### config.mk
export PLATFORM = sky130hd
export DESIGN_NAME = sram_rd_streamer
export DESIGN_NICKNAME = d
export VERILOG_FILES = /design/src/rtl/sram_rd_streamer.sv
export SDC_FILE = /design/constraint.sdc
export NUM_CORES = 1
export LEC_CHECK = 0
export ABC_CLOCK_PERIOD_IN_PS = 4750
export CAP_MARGIN = 0
export CORE_ASPECT_RATIO = 2
export CORE_MARGIN = 2
export CORE_UTILIZATION = 45
export DETAILED_ROUTE_END_ITERATION = 7
export DONT_BUFFER_PORTS = 1
export GPL_TIMING_DRIVEN = 0
export PLACE_DENSITY_LB_ADDON = 0.2
export REMOVE_ABC_BUFFERS = 1
export SYNTH_ARGS = -nofsm -noshare
export SYNTH_HDL_FRONTEND = slang
export SYNTH_SLANG_ARGS = --single-unit
export TNS_END_PERCENT = 50
### constraint.sdc
create_clock -name clk -period 4.75 [get_ports clk]
set_input_delay 0.475 -clock clk [delete_from_list [all_inputs] [get_ports clk]]
set_output_delay 0.475 -clock clk [all_outputs]
set_load 0.01 [all_outputs]
### src/rtl/sram_rd_streamer.sv
// -----------------------------------------------------------------------------
// sram_rd_streamer
//   Read-side master for one port of the on-chip dual-port SRAM buffer. A burst
//   command (start address, beats-1) is turned into sequential reads on the
//   SRAM's registered 1-cycle-latency read port. The returned words are
//   presented as a valid/ready stream with last-beat marking.
//
//   Handshake semantics (both cmd_* and m_*): a transfer happens on a rising
//   clock edge where valid and ready are both 1. A producer holding valid=1
//   keeps its payload stable until that edge; ready may depend on state only.
//
//   Ports:
//     clk, rst        clock, synchronous active-high reset
//     cmd_valid/ready command handshake; cmd_addr first word, cmd_len beats-1
//     sram_en/addr    SRAM read request (combinational from state registers)
//     sram_rdata      SRAM read data, valid the cycle after sram_en
//     m_valid/ready   output stream handshake; m_data payload, m_last end mark
//     busy            burst in progress (ISSUE or DRAIN)
//     done            one-cycle pulse after the last beat is accepted
//     dbg_state       current FSM state encoding (0 IDLE, 1 ISSUE, 2 DRAIN)
// -----------------------------------------------------------------------------
module sram_rd_streamer #(
  parameter int DATA_WIDTH = 128,
  parameter int DEPTH      = 2048,
  parameter int ADDR_WIDTH = $clog2(DEPTH),
  parameter int LEN_WIDTH  = 12
) (
  input  logic                  clk,
  input  logic                  rst,
  input  logic                  cmd_valid,
  output logic                  cmd_ready,
  input  logic [ADDR_WIDTH-1:0] cmd_addr,
  input  logic [LEN_WIDTH-1:0]  cmd_len,
  output logic                  sram_en,
  output logic [ADDR_WIDTH-1:0] sram_addr,
  input  logic [DATA_WIDTH-1:0] sram_rdata,
  output logic                  m_valid,
  input  logic                  m_ready,
  output logic [DATA_WIDTH-1:0] m_data,
  output logic                  m_last,
  output logic                  busy,
  output logic                  done,
  output logic [1:0]            dbg_state
);

  localparam int CW = LEN_WIDTH + 1;

  typedef enum logic [1:0] {
    S_IDLE  = 2'd0,
    S_ISSUE = 2'd1,
    S_DRAIN = 2'd2
  } state_e;

  state_e                state_q;
  logic [ADDR_WIDTH-1:0] addr_q;
  logic [CW-1:0]         len_q;
  logic [CW-1:0]         issued_q;
  logic                  inflight_q;
  logic                  inflight_last_q;
  logic [DATA_WIDTH-1:0] buf_data_q [2];
  logic                  buf_last_q [2];
  logic                  rd_ptr_q;
  logic                  wr_ptr_q;
  logic [1:0]            count_q;
  logic                  done_q;

  logic                  pop;
  logic                  issue;
  logic                  issue_last;
  logic [ADDR_WIDTH-1:0] addr_next;

  assign m_valid   = (count_q != 2'd0);
  assign m_data    = buf_data_q[rd_ptr_q];
  assign m_last    = buf_last_q[rd_ptr_q];
  assign pop       = m_valid && m_ready;
  assign cmd_ready = (state_q == S_IDLE);
  assign busy      = (state_q != S_IDLE);
  assign done      = done_q;
  assign dbg_state = state_q;

  // Issue only when the word would still fit after this cycle's pop:
  // count + inflight - pop < 2, rearranged to avoid an unsigned underflow.
  assign issue      = (state_q == S_ISSUE) &&
                      (({1'b0, count_q} + {2'b00, inflight_q}) < (3'd2 + {2'b00, pop}));
  assign issue_last = (issued_q == len_q);
  assign sram_en    = issue;
  assign sram_addr  = addr_q;

  // Explicit wrap so non-power-of-two depths stay inside the array.
  assign addr_next = (addr_q == ADDR_WIDTH'(DEPTH - 1)) ? '0 : addr_q + 1'b1;

  always_ff @(posedge clk) begin
    if (rst) begin
      state_q         <= S_IDLE;
      addr_q          <= '0;
      len_q           <= '0;
      issued_q        <= '0;
      inflight_q      <= 1'b0;
      inflight_last_q <= 1'b0;
      buf_data_q[0]   <= '0;
      buf_data_q[1]   <= '0;
      buf_last_q[0]   <= 1'b0;
      buf_last_q[1]   <= 1'b0;
      rd_ptr_q        <= 1'b0;
      wr_ptr_q        <= 1'b0;
      count_q         <= 2'd0;
      done_q          <= 1'b0;
    end else begin
      done_q          <= 1'b0;
      inflight_q      <= issue;
      inflight_last_q <= issue && issue_last;

      // A read issued last cycle lands in the buffer now.
      if (inflight_q) begin
        buf_data_q[wr_ptr_q] <= sram_rdata;
        buf_last_q[wr_ptr_q] <= inflight_last_q;
        wr_ptr_q             <= ~wr_ptr_q;
      end
      if (pop) begin
        rd_ptr_q <= ~rd_ptr_q;
      end
      count_q <= count_q + {1'b0, inflight_q} - {1'b0, pop};

      case (state_q)
        S_IDLE: begin
          if (cmd_valid) begin
            addr_q   <= cmd_addr;
            len_q    <= {1'b0, cmd_len};
            issued_q <= '0;
            state_q  <= S_ISSUE;
          end
        end
        S_ISSUE: begin
          if (issue) begin
            addr_q   <= addr_next;
            issued_q <= issued_q + 1'b1;
            if (issue_last) begin
              state_q <= S_DRAIN;
            end
          end
        end
        S_DRAIN: begin
          if (pop && m_last) begin
            state_q <= S_IDLE;
            done_q  <= 1'b1;
          end
        end
        default: state_q <= S_IDLE;
      endcase
    end
  end

endmodule

# ---- After elaboration in Yosys (flattened, before gate mapping)
# Memories as Yosys holds them, arrays and structs flattened. A register that Yosys moved wholly into a read port is not among the register bits.
# Cells that the tools add are included.
dict set report classes {
  addsub 6
  n_lt_le_gt_ge 1
  eq_ne 8
  muxes 28
  bitwise 3
  n_reduce_logical 14
}
# operator n
set ops {}
lappend ops {{two-way mux 128 bit} 1}
lappend ops {{OR reduction 128 bit} 1}
lappend ops {{two-way mux 11 bit} 3}
lappend ops {{two-way mux 13 bit} 2}
lappend ops {{case mux 13 bit (2 select lines)} 1}
lappend ops {{case mux 11 bit (2 select lines)} 1}
lappend ops {{two-way mux 1 bit} 15}
lappend ops {{adder 13 x 1 -> 13 bit (second input constant)} 1}
lappend ops {{== test 13 x 12 -> 1 bit} 1}
lappend ops {{adder 11 x 1 -> 11 bit (second input constant)} 1}
lappend ops {{== test 11 bit (second input constant)} 1}
lappend ops {{two-way mux 2 bit} 4}
lappend ops {{!= test 2 bit (second input constant)} 4}
lappend ops {{case mux 2 bit (3 select lines)} 1}
lappend ops {{nonzero test 2 bit} 3}
lappend ops {{logical AND 1 bit} 4}
lappend ops {{AND reduction 4 bit} 1}
lappend ops {{adder 2 x 1 -> 3 bit} 1}
lappend ops {{adder 2 x 1 -> 3 bit (first input constant)} 1}
lappend ops {{< comparator 3 bit} 1}
lappend ops {{NOT 1 bit} 3}
lappend ops {{AND reduction 3 bit} 1}
lappend ops {{adder 2 x 1 -> 2 bit} 1}
lappend ops {{== test 2 x 1 -> 1 bit (second input constant)} 1}
lappend ops {{other kinds (6)} 6}
dict set report totals {
  reg_bits 45
  ram_bits 258
  inputBits 155
  out_inout_bits 147
  elab_cells 72
  memories 2
}
# memory words width rd rd_clocked_by_memory_dff wr line
set memory_table {}
lappend memory_table {buf_data_q 2 128 1 1 2 60} ;# logic [DATA_WIDTH-1:0] buf_data_q [2];
lappend memory_table {buf_last_q 2 1 1 1 2 61} ;# logic buf_last_q [2];

# ---- Logic depth before layout (Yosys ltp)
# Gate-level depths: netlist of the first run.
dict set report depth {
  word_depth 7
  ltp_mapped 8
  mapped_depth_nobuf 8
}

# ---- Worst setup path before layout of the first run
# No wires, ideal clock.
dict set report synth_timing {
  path_type {input port to flip-flop}
  from {input port rst}
  to {memory buf_data_q[0][0], enable pin}
  setup_time_ps 487
  t_arrival_ps 3656
  slack_ps 607
  stages 3
  path_buffers 2
  path_cell_list {clkbuf_1 > buf_1 > a21o_1}
}
# item line
set synth_lines {}
lappend synth_lines {{start, declared} 29} ;# input logic rst,
lappend synth_lines {{end, declared} 60}

# ---- Worst setup path in the final report of the first run
dict set report layout_timing {
  from {register state_q[0] (netlist: dbg_state[0])}
  to {output port sram_en}
}
dict set report layout_via {
  elab_chain_len 2
}
# item line
set layout_lines {}
lappend layout_lines {{start, declared} 54} ;# state_e state_q;
lappend layout_lines {{start signal, assigned} 94} ;# state_q <= S_IDLE;
lappend layout_lines {{start signal, assigned} 130} ;# state_q <= S_ISSUE;
lappend layout_lines {{start signal, assigned} 138} ;# state_q <= S_DRAIN;
lappend layout_lines {{== test 2 x 1 -> 1 bit} 83} ;# assign issue = (state_q == S_ISSUE) &&
lappend layout_lines {{logical AND 1 bit} 83}
lappend layout_lines {{end, declared} 34} ;# output logic sram_en,
# No other way between the ends.

==> insert_results.sql, run 1 <==
INSERT INTO impl_metrics (metric_group, metric, value, unit) VALUES
('global_routing', 'largest_net_degree_at_the_start_of_global_routing', '64', ''),
('power', 'powerDensity', '453', 'mW/mm^2'),
('synthesis', 'yosysUniqueCellTypes', '56', ''),
('timing', 'max_freq', '361', 'MHz'),
('min_path', 'classification_of_the_worst_slack_hold_path', 'input pin to register', ''),
('clock_network', 'cts_buffers', '27', ''),
('power', 'total_leakage_power', '5.57', 'nW'),
('min_path', 'worst_hold_startpoint', 'cmd_len[11]', ''),
('global_routing', 'antenna_found_initial', '0', ''),
('die', 'die_width', '126', 'microns'),
('clock_network', 'cts_sinks', '304', ''),
('synthesis', 'yosysTopAreaCell', 'sky130_fd_sc_hd__edfxtp_1', ''),
('timing', 'final.period_utilization', '58.3', '%'),
('run', 'maxCapViolations', '0', ''),
('global_routing', 'globalRouteTotalUtil', '17.6', '%'),
('finish', 'finalCoreUtilization', '50.9', '%'),
('timing', 'min_period', '2770', 'ps'),
('placement', 'port_buffers', '0', ''),
('worst_setup_path', 'worstRegToRegCells', '3', ''),
('clock_network', 'clk_latency', '540', 'ps'),
('detailed_routing', 'drt_iter0_markers', '440', ''),
('worst_setup_path', 'reg2reg_from', 'inflight_q', ''),
('power', 'seqPwrFrac', '47.9', '%'),
('worst_setup_path', 'kind_of_start_point_of_the_critical_path', 'register', ''),
('worst_setup_path', 'cp-end-kind', 'primary output', ''),
('synthesis', 'number_of_enable_flip_flop_cells_after_synthesis', '258', ''),
('power', 'combPwrFrac', '17.2', '%'),
('synthesis', 'synthDominantCellAreaShare', '58.2', '%'),
('clock_network', 'clock-root-buffer', 'sky130_fd_sc_hd__clkbuf_16', ''),
('die', 'io-pin-count', '302', ''),
('clock_network', 'cts_htree_levels', '1', ''),
('die', 'floorplan.die.height', '247', 'microns'),
('synthesis', 'syn-mean-instance-area', '13.7', 'sq um'),
('detailed_routing', 'drc', '0', ''),
('worst_setup_path', 'timing_worst_setup_path_type', 'register to primary output', ''),
('placement', 'place_worst_setup_slack', '2130', 'ps'),
('finish', 'design.final.nets', '1134', ''),
('clock_network', 'postCtsSetupRepairBufs', '0', ''),
('worst_setup_path', 'worst_ep_arrival_time', '2290', 'ps'),
('synthesis', 'synth_ff_type', 'sky130_fd_sc_hd__edfxtp_1', ''),
('synthesis', 'synthTopCellsByArea', 'sky130_fd_sc_hd__edfxtp_1 (58%), sky130_fd_sc_hd__and2_1 (12%), sky130_fd_sc_hd__mux2_2 (11%)', ''),
('detailed_routing', 'wire_per_inst', '20.7', 'microns'),
('power', 'netSwitchingFraction', '26.1', '%'),
('worst_setup_path', 'reg2reg_setup_slack', '2190', 'ps'),
('power', 'power_switching', '0.00176', 'W'),
('global_routing', 'grt_first_pass_wirelength', '43.1', 'mm'),
('synthesis', 'post_synth_inst_count', '975', ''),
('finish', 'area_growth_syn_to_layout', '12.0', '%'),
('power', 'p_int', '0.00500', 'W'),
('worst_setup_path', 'crit_path_max_fanout', '12', ''),
('global_routing', 'grt_overflow', '0', ''),
('run_status', 'outcome', 'complete, no violations', ''),
('worst_setup_path', 'crit_path_top_delay_cell', 'sky130_fd_sc_hd__dfxtp_1', ''),
('power', 'pwr-share-clk', '34.9', '%'),
('detailed_routing', 'totalWireLength', '28.1', 'mm'),
('synthesis', 'postSynth.asyncResetShare', '0', '%'),
('worst_setup_path', 'critical_register_to_register_path_endpoint', 'buf_data_q[1][19]', ''),
('finish', 'insertedDiodeCount', '0', ''),
('placement', 'placement.cell_area', '0.0139', 'sq mm'),
('detailed_routing', 'routed-via-count', '7392', ''),
('timing', 'finalClockSkew', '9.99', 'ps'),
('die', 'placement_rows', '89', ''),
('clock_network', 'cts_buffer_depth', '3', ''),
('timing', 'worst_slack_on_hold_paths', '65.7', 'ps'),
('detailed_routing', 'viasPerCell', '5.45', ''),
('min_path', 'worstHoldPathCells', '2', ''),
('detailed_routing', 'final_antenna_net_count', '0', ''),
('synthesis', 'synth.yosys.seq_area_share', '65.1', '%'),
('timing', 'final_hold_viol_count', '0', ''),
('synthesis', 'synth-seq-cells', '304', ''),
('placement', 'place.detailed.hpwl', '18.8', 'mm');
cell usage after synthesis, types with 2 or more instances:
| cell | instances |
|---|---|
| sky130_fd_sc_hd__inv_1 | 11 |
| sky130_fd_sc_hd__or3b_2 | 2 |
| sky130_fd_sc_hd__xor2_1 | 16 |
| sky130_fd_sc_hd__a211oi_1 | 6 |
| sky130_fd_sc_hd__buf_2 | 2 |
| sky130_fd_sc_hd__nor2b_1 | 2 |
| sky130_fd_sc_hd__nor4_1 | 3 |
| sky130_fd_sc_hd__nand3_1 | 12 |
| sky130_fd_sc_hd__and2_1 | 258 |
| sky130_fd_sc_hd__o211ai_1 | 2 |
| sky130_fd_sc_hd__nand4_1 | 4 |
| sky130_fd_sc_hd__ha_1 | 6 |
| sky130_fd_sc_hd__or2_2 | 2 |
| sky130_fd_sc_hd__nor2_1 | 31 |
| sky130_fd_sc_hd__o21ai_0 | 8 |
| sky130_fd_sc_hd__nor3_1 | 5 |
| sky130_fd_sc_hd__nand2_1 | 38 |
| sky130_fd_sc_hd__clkbuf_1 | 49 |
| sky130_fd_sc_hd__xnor2_1 | 6 |
| sky130_fd_sc_hd__or3_1 | 5 |
| sky130_fd_sc_hd__nand2b_1 | 3 |
| sky130_fd_sc_hd__dfxtp_1 | 46 |
| sky130_fd_sc_hd__buf_1 | 3 |
| sky130_fd_sc_hd__and4_1 | 3 |
| sky130_fd_sc_hd__a31oi_1 | 3 |
| sky130_fd_sc_hd__a21oi_1 | 28 |
| sky130_fd_sc_hd__a21o_1 | 2 |
| sky130_fd_sc_hd__nor3b_1 | 3 |
| sky130_fd_sc_hd__edfxtp_1 | 258 |
| sky130_fd_sc_hd__a221oi_1 | 3 |
| sky130_fd_sc_hd__a311oi_1 | 2 |
| sky130_fd_sc_hd__mux2_2 | 129 |
through the flow:
step / power (W) / instances / setup TNS [ps]
6_report: 0.00676 / 1357 / 0
4_1_cts: 0.00686 / 1357 / 0
5_1_grt: 0.00705 / 1357 / 0
3_5_place_dp: 0.00447 / 1307 / 0
3_3_place_gp: 0.00449 / 1284 / -3250430
2_1_floorplan: 0.00419 / 920 / -487450
worst max path at each step:
| stage | from | cells past startpoint | to | slack, ps |
|---|---|---|---|---|
| 2_1_floorplan | rst | 2 | buf_data_q[1][0] | -2550 |
| 3_3_place_gp | inflight_q | 2 | buf_data_q[1][119] | -9650 |
| 3_5_place_dp | inflight_q | 3 | buf_data_q[1][100] | 2130 |
| 4_1_cts | dbg_state[0] | 4 | sram_en | 1930 |
| 5_1_grt | dbg_state[0] | 4 | sram_en | 1750 |
| 6_report | dbg_state[0] | 4 | sram_en | 1980 |
layout make-up:
cell class                      count  area (sq um)
Sequential cell                   304          8670
Inverter                           11          41.3
Tap cell                          364           455
Timing Repair Buffer               24           384
Clock buffer                       30           707
Multi-Input combinational cell    605          4410
Clock inverter                     19           244
Fill cell                        2541         14400
kinds of logic after synthesis:
kind of cell,Yosys count,synth area share (%)
and+or+nand+nor,379,16.7
AOI/OAI and AO/OA,68,3.26
muxes,130,11.0
xor gates and xnor gates,22,1.45
buffers and inverters,66,1.91
adders and majority gates,6,0.564
DFF,304,65.1
state kept, by name, summed over array words and instances (netlist names), named ones only:
register	count
buf_data_q	256
issued_q	13
len_q	12
sram_addr	11
buf_last_q	2
count_q	2
dbg_state	2
done	1
inflight_last_q	1
inflight_q	1
rd_ptr_q	1
wr_ptr_q	1
critical path, delay by kind of cell (launching register included):
kind	cells	cell delay, ps
buffers and inverters	1	240
flip-flops	1	560
AND/OR/NAND/NOR	3	950
metal layers:
layer	track usage, %	vias up	routed length [microns]
li1	-	3452	-
met1	22.7	3620	11300
met2	28.8	279	13600
met3	5.19	41	2500
met4	5.33	0	691
met5	0	-	0
power groups by stage:
stage	clock [W]	sequential (W)	combinational [W]
2_1_floorplan	0	0.00336	0.000830
3_3_place_gp	0	0.00344	0.00105
3_5_place_dp	0	0.00330	0.00117
4_1_cts	0.00243	0.00324	0.00119
5_1_grt	0.00253	0.00326	0.00125
6_report	0.00236	0.00324	0.00116
layout by cell type (no fill, tap or decap), types with 4 or more instances in the layout:
cell,n
sky130_fd_sc_hd__xor2_1,16
sky130_fd_sc_hd__a211oi_1,6
sky130_fd_sc_hd__inv_1,11
sky130_fd_sc_hd__nor2_1,31
sky130_fd_sc_hd__nand3_1,12
sky130_fd_sc_hd__o21ai_0,8
sky130_fd_sc_hd__buf_6,15
sky130_fd_sc_hd__a21oi_1,28
sky130_fd_sc_hd__nor3_1,5
sky130_fd_sc_hd__clkinv_2,8
sky130_fd_sc_hd__clkbuf_16,27
sky130_fd_sc_hd__buf_16,6
sky130_fd_sc_hd__clkinv_1,4
sky130_fd_sc_hd__dfxtp_1,45
sky130_fd_sc_hd__nand4_1,4
sky130_fd_sc_hd__nand2_1,38
sky130_fd_sc_hd__or3_1,5
sky130_fd_sc_hd__edfxtp_1,258
sky130_fd_sc_hd__and2_1,258
sky130_fd_sc_hd__xnor2_1,6
sky130_fd_sc_hd__mux2_2,129
sky130_fd_sc_hd__bufinv_16,6
sky130_fd_sc_hd__ha_1,6
Power figures use the tool's default switching activity.
==> run 2: changes to the inputs <==
--- a/config.mk
+++ b/config.mk
@@ -5,7 +5,7 @@
 export SDC_FILE = /design/constraint.sdc
 export NUM_CORES = 1
 export LEC_CHECK = 0
-export ABC_CLOCK_PERIOD_IN_PS = 4750
+export ABC_CLOCK_PERIOD_IN_PS = 2250
 export CAP_MARGIN = 0
 export CORE_ASPECT_RATIO = 2
 export CORE_MARGIN = 2
==> constraint.sdc (replaced) <==
create_clock -name clk -period 2.25 [get_ports clk]
set_input_delay 0.225 -clock clk [delete_from_list [all_inputs] [get_ports clk]]
set_output_delay 0.225 -clock clk [all_outputs]
set_load 0.01 [all_outputs]
==> insert_results.sql, run 2 (synthesized netlist as in run 1, its figures left out) <==
INSERT INTO impl_metrics (metric_group, metric, value, unit) VALUES
('run_status', 'outcome', 'complete, no violations', ''),
('placement', 'placement.cell_area', '0.0139', 'sq mm'),
('detailed_routing', 'first_pass_iters', '4', ''),
('global_routing', 'globalRouteTotalUtil', '18.7', '%'),
('detailed_routing', 'drt_iter0_markers', '510', ''),
('finish', 'top_register', 'buf_data_q', ''),
('timing', 'setup_viol', '0', ''),
('min_path', 'classification_of_the_worst_slack_hold_path', 'input pin to register', ''),
('worst_setup_path', 'crit_path_max_fanout', '9', ''),
('power', 'worst_vdd_ir', '0.813', 'mV'),
('clock_network', 'tritoncts', 'yes', ''),
('clock_network', 'cts_buffers', '27', ''),
('timing', 'slew-limit-headroom', '59.6', '%'),
('finish', 'area_growth_syn_to_layout', '24.3', '%'),
('run', 'maxCapViolations', '0', ''),
('power', 'total_leakage_power', '6.26', 'nW'),
('min_path', 'worstHoldPathCells', '2', ''),
('timing', 'post-route-worst-setup-slack', '59.1', 'ps'),
('finish', 'layout-drive-gt1-share', '19.8', '%'),
('die', 'design.die.area', '0.0311', 'sq mm'),
('clock_network', 'cts_htree_levels', '1', ''),
('placement', 'placedCellCount', '1307', ''),
('worst_setup_path', 'critical_register_to_register_path_endpoint', 'issued_q[8]', ''),
('die', 'floorplan.die.height', '247', 'microns'),
('detailed_routing', 'totalWireLength', '29.7', 'mm'),
('placement', 'port_buffers', '0', ''),
('timing', 'timing_max_transition_violations_final', '0', ''),
('timing', 'min_period', '2190', 'ps'),
('die', 'die_width', '126', 'microns'),
('global_routing', 'grt_overflow', '0', ''),
('detailed_routing', 'final_antenna_net_count', '0', ''),
('finish', 'stdcell_area', '0.0165', 'sq mm'),
('detailed_routing', 'viasPerCell', '5.33', ''),
('finish', 'final-instance-count-excl-fill', '1518', ''),
('timing', 'max_freq', '456', 'MHz'),
('worst_setup_path', 'reg2reg_from', 'inflight_q', ''),
('clock_network', 'clk_latency', '540', 'ps'),
('power', 'powerDensity', '882', 'mW/mm^2'),
('finish', 'most_frequent_cells_in_the_layout', 'sky130_fd_sc_hd__and2_1 (258), sky130_fd_sc_hd__edfxtp_1 (258), sky130_fd_sc_hd__dlygate4sd3_1 (153)', ''),
('detailed_routing', 'wire_per_inst', '19.6', 'microns'),
('worst_setup_path', 'kind_of_start_point_of_the_critical_path', 'register', ''),
('global_routing', 'largest_net_degree_at_the_start_of_global_routing', '64', ''),
('finish', 'finalCoreUtilization', '56.5', '%'),
('timing', 'rsz0062_at_grt', 'true', ''),
('worst_setup_path', 'timing_worst_setup_path_type', 'register to primary output', ''),
('clock_network', 'clk_transition_reported_paths', '60', 'ps'),
('die', 'placement_rows', '89', ''),
('global_routing', 'antenna_found_initial', '1', ''),
('placement', 'routabilityCongestion', '0.753', ''),
('detailed_routing', 'drc', '0', ''),
('min_path', 'worst_hold_startpoint', 'rst', ''),
('finish', 'design.final.nets', '1294', ''),
('global_routing', 'first_global_vias', '8302', ''),
('worst_setup_path', 'cp-end-kind', 'primary output', ''),
('worst_setup_path', 'worstRegToRegCells', '5', ''),
('placement', 'place_worst_setup_slack', '-366', 'ps'),
('worst_setup_path', 'reg2reg_setup_slack', '70', 'ps'),
('finish', 'largest_register_ffs', '256', ''),
('worst_setup_path', 'required_time_at_the_endpoint_of_the_critical_path', '2030', 'ps'),
('die', 'initial_utilization', '45.5', '%'),
('worst_setup_path', 'cp_startpoint', 'inflight_q', ''),
('global_routing', 'grt_first_pass_wirelength', '46.0', 'mm'),
('timing', 'worst_slew_pin_slew', '605', 'ps'),
('clock_network', 'cts_sinks', '304', ''),
('timing', 'final_hold_viol_count', '0', ''),
('clock_network', 'clock-root-buffer', 'sky130_fd_sc_hd__clkbuf_16', ''),
('timing', 'setup_tns', '0', 'ps'),
('die', 'fp.coreArea', '0.0293', 'sq mm'),
('worst_setup_path', 'critical_path.endpoint', 'sram_en', ''),
('timing', 'finalClockSkew', '9.07', 'ps'),
('timing', 'final.period_utilization', '97.4', '%'),
('worst_setup_path', 'worst_ep_arrival_time', '1970', 'ps'),
('placement', 'place.detailed.hpwl', '18.8', 'mm'),
('clock_network', 'cts_buffer_depth', '3', ''),
('die', 'io-pin-count', '302', ''),
('detailed_routing', 'routed-via-count', '8084', ''),
('finish', 'top_regs', 'buf_data_q: 256 flops, issued_q: 13 flops, len_q: 12 flops', '');
[run 2: changes by cell type in the layout (fill, tap and decap cells not counted), moves of 2 or more]
cell / delta
sky130_fd_sc_hd__dlygate4sd3_1: +153
sky130_fd_sc_hd__buf_4: +6
sky130_fd_sc_hd__nor3b_2: -3
sky130_fd_sc_hd__nor3b_4: +3
sky130_fd_sc_hd__nand2_1: -2
sky130_fd_sc_hd__nor2_1: -2
[run 2: routing by layer]
layer	wire, microns	up-vias	track usage [%]	part of all wire, %
met4	868	0	6.37	2.9
met2	14600	278	31.0	49
li1	-	3784	-	-
met3	1950	45	4.31	6.6
met1	12300	3977	24.1	41
met5	0	-	0	0
[run 2: stage by stage]
stage,total power (W),hold slack [ps]
after floorplan,0.00884,294
after global placement,0.00917,298
after detailed placement,0.00945,300
after CTS,0.0147,25.9
after global routing,0.0152,48.1
final,0.0146,56.7
[run 2: critical path: stages, from the launching register on]
cell and delay, ps:
sky130_fd_sc_hd__dfxtp_1 380, sky130_fd_sc_hd__ha_1 230, sky130_fd_sc_hd__ha_1 300, sky130_fd_sc_hd__o21ai_1 170, sky130_fd_sc_hd__nand2_2 200, sky130_fd_sc_hd__inv_2 150
[run 2: worst min-delay path by stage]
stage / end / slack (ps)
detailed placement: len_q[4] / 300
finish: buf_data_q[0][25] / 60
global placement: len_q[6] / 300
CTS: sram_addr[5] / 30
global route: buf_data_q[0][113] / 50
floorplan: dbg_state[0] / 290
[run 2: what timing repair did]
item | 4_1_cts | 5_1_grt
setup endpoints to repair | 165 | 25
pin swaps | 2 | 3
resized for setup | 7 | 7
buffers inserted | 4 | 2
endpoints found under the hold margin | 291 | 0
hold buffers | 154 | 0
cloned | 1 | 0
[run 2: cell type report]
class	instances	area [sq um]
diodes	1	2.50
clock buffers	30	707
clock inverters	19	244
fillers	2387	12700
inverters	11	41.3
multi-input cells	606	4460
flip-flops and latches	304	8670
well taps	364	455
repair buffers	183	1960
[run 2: where the power goes]
part,internal [W],switching (W)
logic,0.00120,0.00154
registers,0.00660,0.000244
clock network,0.00295,0.00206
